$ cat src/rtl/cv_seq_pkg.sv
// Shared sequence definitions for the sequence generator and the tracker:
// the 16-entry sequence ROM, its inverse lookup, index stepping and the
// tracker state encoding.
package cv_seq_pkg;

    typedef logic [3:0] nib_t;

    // Fixed sequence, index 0 first. Every nibble value appears exactly once.
    localparam nib_t SEQ_ROM [16] = '{
        4'h3, 4'hA, 4'h6, 4'hF, 4'h1, 4'hC, 4'h8, 4'h5,
        4'hE, 4'h0, 4'hB, 4'h7, 4'h2, 4'hD, 4'h9, 4'h4
    };

    typedef enum logic [1:0] {
        HUNT   = 2'd0,
        VERIFY = 2'd1,
        LOCK   = 2'd2
    } seq_state_t;

    // Index holding value v; unique because the ROM is a permutation.
    function automatic nib_t seq_inv(input nib_t v);
        nib_t idx;
        idx = '0;
        for (int unsigned i = 0; i < 16; i++) begin
            if (SEQ_ROM[i] == v) begin
                idx = nib_t'(i);
            end
        end
        return idx;
    endfunction

    // Neighbouring index in the given direction; 4-bit arithmetic wraps mod 16.
    function automatic nib_t seq_step(input nib_t idx, input logic up);
        return up ? nib_t'(idx + 4'd1) : nib_t'(idx - 4'd1);
    endfunction

endpackage

$ cat src/rtl/seq_tracker_if.sv
// Sample/status bundle between a sample source (master) and the
// sequence tracker (slave).
interface seq_tracker_if
    import cv_seq_pkg::*;
#(
    parameter int unsigned ERR_W = 8
);

    logic             STROBE;
    nib_t             SEQ_I;
    logic             UP;
    logic             CLR;
    nib_t             NOM;
    nib_t             SEQ_EXP;
    logic             LOCKED;
    logic             ERR;
    logic [ERR_W-1:0] ERR_CNT;

    modport master (
        output STROBE, SEQ_I, UP, CLR,
        input  NOM, SEQ_EXP, LOCKED, ERR, ERR_CNT
    );

    modport slave (
        input  STROBE, SEQ_I, UP, CLR,
        output NOM, SEQ_EXP, LOCKED, ERR, ERR_CNT
    );

endinterface

$ cat src/rtl/cv_sat_cnt.sv
// Saturating up-counter with synchronous clear. A clear coinciding with an
// increment leaves the count at one so that event is not lost.
module cv_sat_cnt #(
    parameter int unsigned W = 8
) (
    input  logic         clk,
    input  logic         rst_n,
    input  logic         INC,
    input  logic         CLR,
    output logic [W-1:0] cnt
);

    // Count increments, holding at all-ones; clear has priority over holding.
    always_ff @(posedge clk or negedge rst_n) begin
        if (!rst_n) begin
            cnt <= '0;
        end else if (CLR) begin
            cnt <= INC ? W'(1) : '0;
        end else if (INC && (cnt != '1)) begin
            cnt <= cnt + 1'b1;
        end
    end

endmodule

$ cat src/rtl/seq_tracker.sv
// Sequence tracker: locks onto the position of incoming 4-bit samples in the
// fixed 16-entry sequence, flywheels the index once locked and counts
// mismatches. NOM/LOCKED/ERR are registered; SEQ_EXP follows NOM and live UP.
module seq_tracker
    import cv_seq_pkg::*;
#(
    parameter int unsigned ERR_W    = 8,
    parameter int unsigned MISS_MAX = 2
) (
    input logic          CLK_48,
    input logic          SYS_NRST,
    seq_tracker_if.slave bus
);

    localparam int unsigned MISS_W = (MISS_MAX < 2) ? 1 : $clog2(MISS_MAX + 1);
    // Miss count that, with one more mismatch, reaches MISS_MAX and drops lock.
    localparam logic [MISS_W-1:0] MISS_LAST = MISS_W'(MISS_MAX - 1);

    seq_state_t        state;
    nib_t              nom;
    logic              locked;
    logic              err;
    logic [MISS_W-1:0] miss;

    nib_t nxt;
    nib_t exp_val;
    logic hit;
    logic err_inc;

    // Next index, expected value and the mismatch-increment qualifier.
    always_comb begin
        nxt     = seq_step(nom, bus.UP);
        exp_val = SEQ_ROM[nxt];
        hit     = (bus.SEQ_I == exp_val);
        err_inc = bus.STROBE && (state == LOCK) && !hit;
    end

    // Hunt/verify/lock FSM with its index datapath; only strobes move it.
    always_ff @(posedge CLK_48 or negedge SYS_NRST) begin
        if (!SYS_NRST) begin
            state  <= HUNT;
            nom    <= '0;
            locked <= 1'b0;
            err    <= 1'b0;
            miss   <= '0;
        end else begin
            err <= 1'b0;
            if (bus.STROBE) begin
                case (state)
                    HUNT: begin
                        nom   <= seq_inv(bus.SEQ_I);
                        state <= VERIFY;
                    end
                    VERIFY: begin
                        if (hit) begin
                            nom    <= nxt;
                            state  <= LOCK;
                            locked <= 1'b1;
                            miss   <= '0;
                        end else begin
                            nom <= seq_inv(bus.SEQ_I);
                        end
                    end
                    LOCK: begin
                        if (hit) begin
                            nom  <= nxt;
                            miss <= '0;
                        end else begin
                            err <= 1'b1;
                            if (miss == MISS_LAST) begin
                                // Lock lost: index is frozen at its last value.
                                state  <= HUNT;
                                locked <= 1'b0;
                                miss   <= '0;
                            end else begin
                                nom  <= nxt;
                                miss <= miss + 1'b1;
                            end
                        end
                    end
                    default: begin
                        state  <= HUNT;
                        locked <= 1'b0;
                        miss   <= '0;
                    end
                endcase
            end
        end
    end

    cv_sat_cnt #(
        .W(ERR_W)
    ) u_err_cnt (
        .clk  (CLK_48),
        .rst_n(SYS_NRST),
        .INC  (err_inc),
        .CLR  (bus.CLR),
        .cnt  (bus.ERR_CNT)
    );

    assign bus.NOM     = nom;
    assign bus.SEQ_EXP = exp_val;
    assign bus.LOCKED  = locked;
    assign bus.ERR     = err;

endmodule
$ cat src/flat_wrapper.sv
// flat-port wrapper written by rule: the top's interface ports become plain ports
module seq_tracker_flat import cv_seq_pkg::*;
#(
    parameter int unsigned ERR_W    = 8,
    parameter int unsigned MISS_MAX = 2
)
  (CLK_48, SYS_NRST, bus_STROBE, bus_SEQ_I, bus_UP, bus_CLR, bus_NOM, bus_SEQ_EXP, bus_LOCKED, bus_ERR, bus_ERR_CNT);
  seq_tracker_if #(.ERR_W(ERR_W)) bus_i ();
  input logic CLK_48;
  input logic SYS_NRST;
  input wire logic [$bits(bus_i.STROBE)-1:0] bus_STROBE;
  input wire logic [$bits(bus_i.SEQ_I)-1:0] bus_SEQ_I;
  input wire logic [$bits(bus_i.UP)-1:0] bus_UP;
  input wire logic [$bits(bus_i.CLR)-1:0] bus_CLR;
  output wire logic [$bits(bus_i.NOM)-1:0] bus_NOM;
  output wire logic [$bits(bus_i.SEQ_EXP)-1:0] bus_SEQ_EXP;
  output wire logic [$bits(bus_i.LOCKED)-1:0] bus_LOCKED;
  output wire logic [$bits(bus_i.ERR)-1:0] bus_ERR;
  output wire logic [$bits(bus_i.ERR_CNT)-1:0] bus_ERR_CNT;
  assign bus_i.STROBE = bus_STROBE;
  assign bus_i.SEQ_I = bus_SEQ_I;
  assign bus_i.UP = bus_UP;
  assign bus_i.CLR = bus_CLR;
  assign bus_NOM = bus_i.NOM;
  assign bus_SEQ_EXP = bus_i.SEQ_EXP;
  assign bus_LOCKED = bus_i.LOCKED;
  assign bus_ERR = bus_i.ERR;
  assign bus_ERR_CNT = bus_i.ERR_CNT;
  seq_tracker #(.ERR_W(ERR_W), .MISS_MAX(MISS_MAX)) u_core (.CLK_48(CLK_48), .SYS_NRST(SYS_NRST), .bus(bus_i));
endmodule
$ cat config.mk
export PLATFORM = sky130hd
export DESIGN_NAME = seq_tracker_flat
export DESIGN_NICKNAME = d
export VERILOG_FILES = /design/src/rtl/cv_seq_pkg.sv /design/src/rtl/seq_tracker_if.sv /design/src/rtl/cv_sat_cnt.sv /design/src/rtl/seq_tracker.sv /design/src/flat_wrapper.sv
export SDC_FILE = /design/constraint.sdc
export NUM_CORES = 1
export LEC_CHECK = 0
export ABC_CLOCK_PERIOD_IN_PS = 3500
export BUFFER_PORTS_ARGS = -buffer_cell sky130_fd_sc_hd__buf_2
export CAP_MARGIN = 10
export CORE_ASPECT_RATIO = 0.5
export CORE_MARGIN = 2
export CORE_UTILIZATION = 51
export CTS_CLUSTER_DIAMETER = 30
export DETAILED_ROUTE_END_ITERATION = 6
export HOLD_SLACK_MARGIN = 0.03
export PLACE_DENSITY = 0.76
export SLEW_MARGIN = 0
export SYNTH_ARGS = -nofsm -noshare
export SYNTH_HDL_FRONTEND = slang
export SYNTH_SLANG_ARGS = --single-unit
$ cat constraint.sdc
create_clock -name CLK_48 -period 3.5 [get_ports CLK_48]
set_input_delay 0.7 -clock CLK_48 [delete_from_list [all_inputs] [get_ports CLK_48]]
set_output_delay 0.7 -clock CLK_48 [all_outputs]
set_load 0.05 [all_outputs]
==> impl_results.md <==
* Status: complete, no violations
* Normalized max-slew margin at 70.3%
* Setup bufs post-CTS at 0
* Seq/Total Area, Yosys at 28.1%
* Met1 Use GR at 30.8%
* Distinct cells, synth at 57
* Top_reg_cell synth: dfrtp_1
* Die outline area at 3630 sq um
* Cell taking the most area after synthesis: dfrtp_1
* DIE WIDTH at 83.3 um
* Clock buffer depth at 2
* Clock Skew at 0.00257 ns
* R2R Setup Slk at 0.23 ns
* Type of the most critical hold path: input port to asynchronous set/reset pin
* Layout cells sized above 1 at 32.5%
* Final Hold Fails at 0
* Number of enable flip-flop cells after synthesis at 0
* Area after DPL at 1950 sq um
* Crit end category: flip-flop
* Slew @ Worst Pin at 0.441 ns
* Routed via count at 1583
* First-pass GRT wire length at 6580 um
* Clock root cell: clkbuf_8
* Largest net degree at the start of global routing at 19
* Highest clock rate at 295 MHz
* M3 GR Usage at 3.24%
* Post-CTS Hold Fix Bufs at 0
* Nets at 249
* Yosys warns at 0
* Detailed-route vias per instance at 5.84
* Vias in the first global route at 1490
* Worst slack at placement at -0.136 ns
* Worst setup SP type: input port
* FF-to-FF Start: u_core.bus.NOM[0]
* Most Crowded Layer GR: met2
* H-tree depth at 1
* Per-cell routed wire length at 14.8 um
* Remaining DRCs at 0
* Syn Area/Cell at 8.70 sq um
* CP max FO at 5
* GRT overflow at 0
* Syn Inst Count at 184
* Final RePlAce weighted congestion at 0.870
* Clock sink count at 18
* M2 GR Usage at 38.1%
* Sequential cell area at 453 sq um
* Synth Cell Area at 1600 sq um
* Total placed cells including tap cells at 267
* TritonRoute pass-1 iters at 4
* FF-to-FF End: u_core.state[0]
* Required @ worst endpoint at 3.64 ns
* Hold slack final at 0.368 ns
* Final instance area at 2070 sq um
* 1st-iter DRT viols at 87
* Top cells by area, synth: dfrtp_1 (28%), ha_1 (5.5%), xnor2_1 (4.4%), a21oi_1 (3.8%), nand3_1 (3.8%)
* Fraction of registers with async set/reset at 100%
* Final Max Slew Viols at 0
* Final std cells w/o fill at 271
* Core area at 3000 sq um
* CTS clock-pin slew for the worst setup and hold paths at 0.07 ns
* Port bufs at 26
* Dpl hpwl at 3040 um
* Area grow syn2layout at 29.5%
* Fin crit share at 96.8%
* CP arrival at 3.53 ns
* Clock latency on the worst-skew pair at 0.25 ns
* Routed Wire Length at 4010 um
* Initial antenna violation count at 0
* Final setup margin at 0.111 ns
* Site row count at 14
* Reg2reg path depth at 10
* Finish-stage setup viols at 0
* Die Y at 43.6 um
* Synth Net Count at 201
* Kind of critical path: input port to flip-flop
* Initial Utilization at 53.5%
* GRT Overall Usage at 22.2%
* Fillers at 236
* Multi-input gate area at 1140 sq um
* Num CTS Buffers at 3
* Post-DRT Antenna Nets at 0
* Minimum clock period at 3.39 ns
* Top cell type's share of synthesized area at 28.1%
* CTS tree: done
* Register bit count reported by yosys at 18
* I/O pin total at 27
* Max Cap Viol at 0
* # diodes at 0
## sequential cells by signal, summed over array words and instances, names as in the netlist
| signal | flops |
|---|---|
| u_core.bus.ERR | 1 |
| u_core.bus.LOCKED | 1 |
| u_core.bus.NOM | 4 |
| u_core.miss | 2 |
| u_core.state | 2 |
| u_core.u_err_cnt.cnt | 8 |
## worst max-delay path by stage
stage	from	endpoint
after floorplan	u_core.bus.NOM[0]	u_core.state[0]
after global placement	bus_UP	u_core.state[0]
after detailed placement	bus_UP	u_core.state[0]
after CTS	bus_UP	u_core.state[0]
after global routing	bus_UP	u_core.state[0]
final	bus_UP	u_core.state[0]
## per-layer routing
layer,routed length (um),vias to the layer above
li1,-,781
met1,1840,759
met2,1970,39
met3,156,4
met4,35,0
met5,0,-
## Yosys cell counts, types with 2 or more instances
master	count
dfrtp_1	18
inv_1	16
a21oi_1	12
nand2_1	12
nand3_1	12
xnor2_1	8
ha_1	7
nor2_1	7
o31ai_1	7
nand2b_1	5
nor2b_1	5
a21o_1	4
clkbuf_1	3
nor3_1	3
nor4_1	3
o21a_1	3
or4_1	3
a2bb2oi_1	2
a31oi_1	2
a32o_1	2
and2_1	2
buf_1	2
buf_2	2
mux2_2	2
nand4_1	2
nor3b_1	2
o21ai_0	2
o22ai_1	2
o2bb2ai_1	2
o311ai_0	2
o41ai_1	2
or3_1	2
xor2_2	2
## cell usage in the layout (no fill, tap or decap), types with 3 or more instances in the layout
master     n
ha_1       7
clkbuf_8   4
nand2b_1   5
a21oi_1   11
nor2b_1    5
xnor2_1    7
nand2_1   12
a21o_1     4
or4_1      3
nor2_1     7
buf_2     26
dfrtp_1   16
buf_4     25
inv_1     15
nand3_1   12
o21a_1     3
o31ai_1    7
## logic make-up after synthesis
| kind of cell | count (synthesis) | synth area share, % |
|---|---|---|
| buffers and inverters | 24 | 6.02 |
| adders and majority gates | 8 | 6.72 |
| xor gates and xnor gates | 11 | 7.81 |
| and+or+nand+nor | 65 | 22.4 |
| DFF | 18 | 28.1 |
| AOI/OAI and AO/OA | 53 | 24.5 |
| muxes | 5 | 4.37 |
## worst max-delay path, stage by stage
cell,delay [ns]
buf_2,0.12
inv_1,0.06
ha_1,0.30
a21oi_1,0.27
and3_2,0.30
nor2_2,0.07
buf_4,0.15
a21oi_1,0.25
o32ai_4,0.16
or3_1,0.41
a221o_1,0.43
mux2_4,0.32
## layout make-up
| class | count | area share (%) |
|---|---|---|
| inverter | 16 | 2.90 |
| clock buffer | 4 | 2.65 |
| multi-input combinational | 142 | 54.9 |
| tap | 40 | 2.41 |
| sequential | 18 | 21.8 |
| timing repair buffer | 51 | 15.3 |
## through the flow
stage	setup TNS [ns]	util [%]
after global placement	-0.152	65.0
after global routing	-0.0688	69.3
after floorplan	0	-
after CTS	0	66.9
final	0	69.3
after detailed placement	-0.351	65.0
## repair_timing
action / 4_1_cts / 5_1_grt
hold endpoints to repair: 0 / 0
gates resized for setup: 0 / 9
setup endpoints to repair: 0 / 5
Power is left out: the tool's default activity adds up to more than one toggle a clock period on the data nets, which glitch-free logic cannot reach.
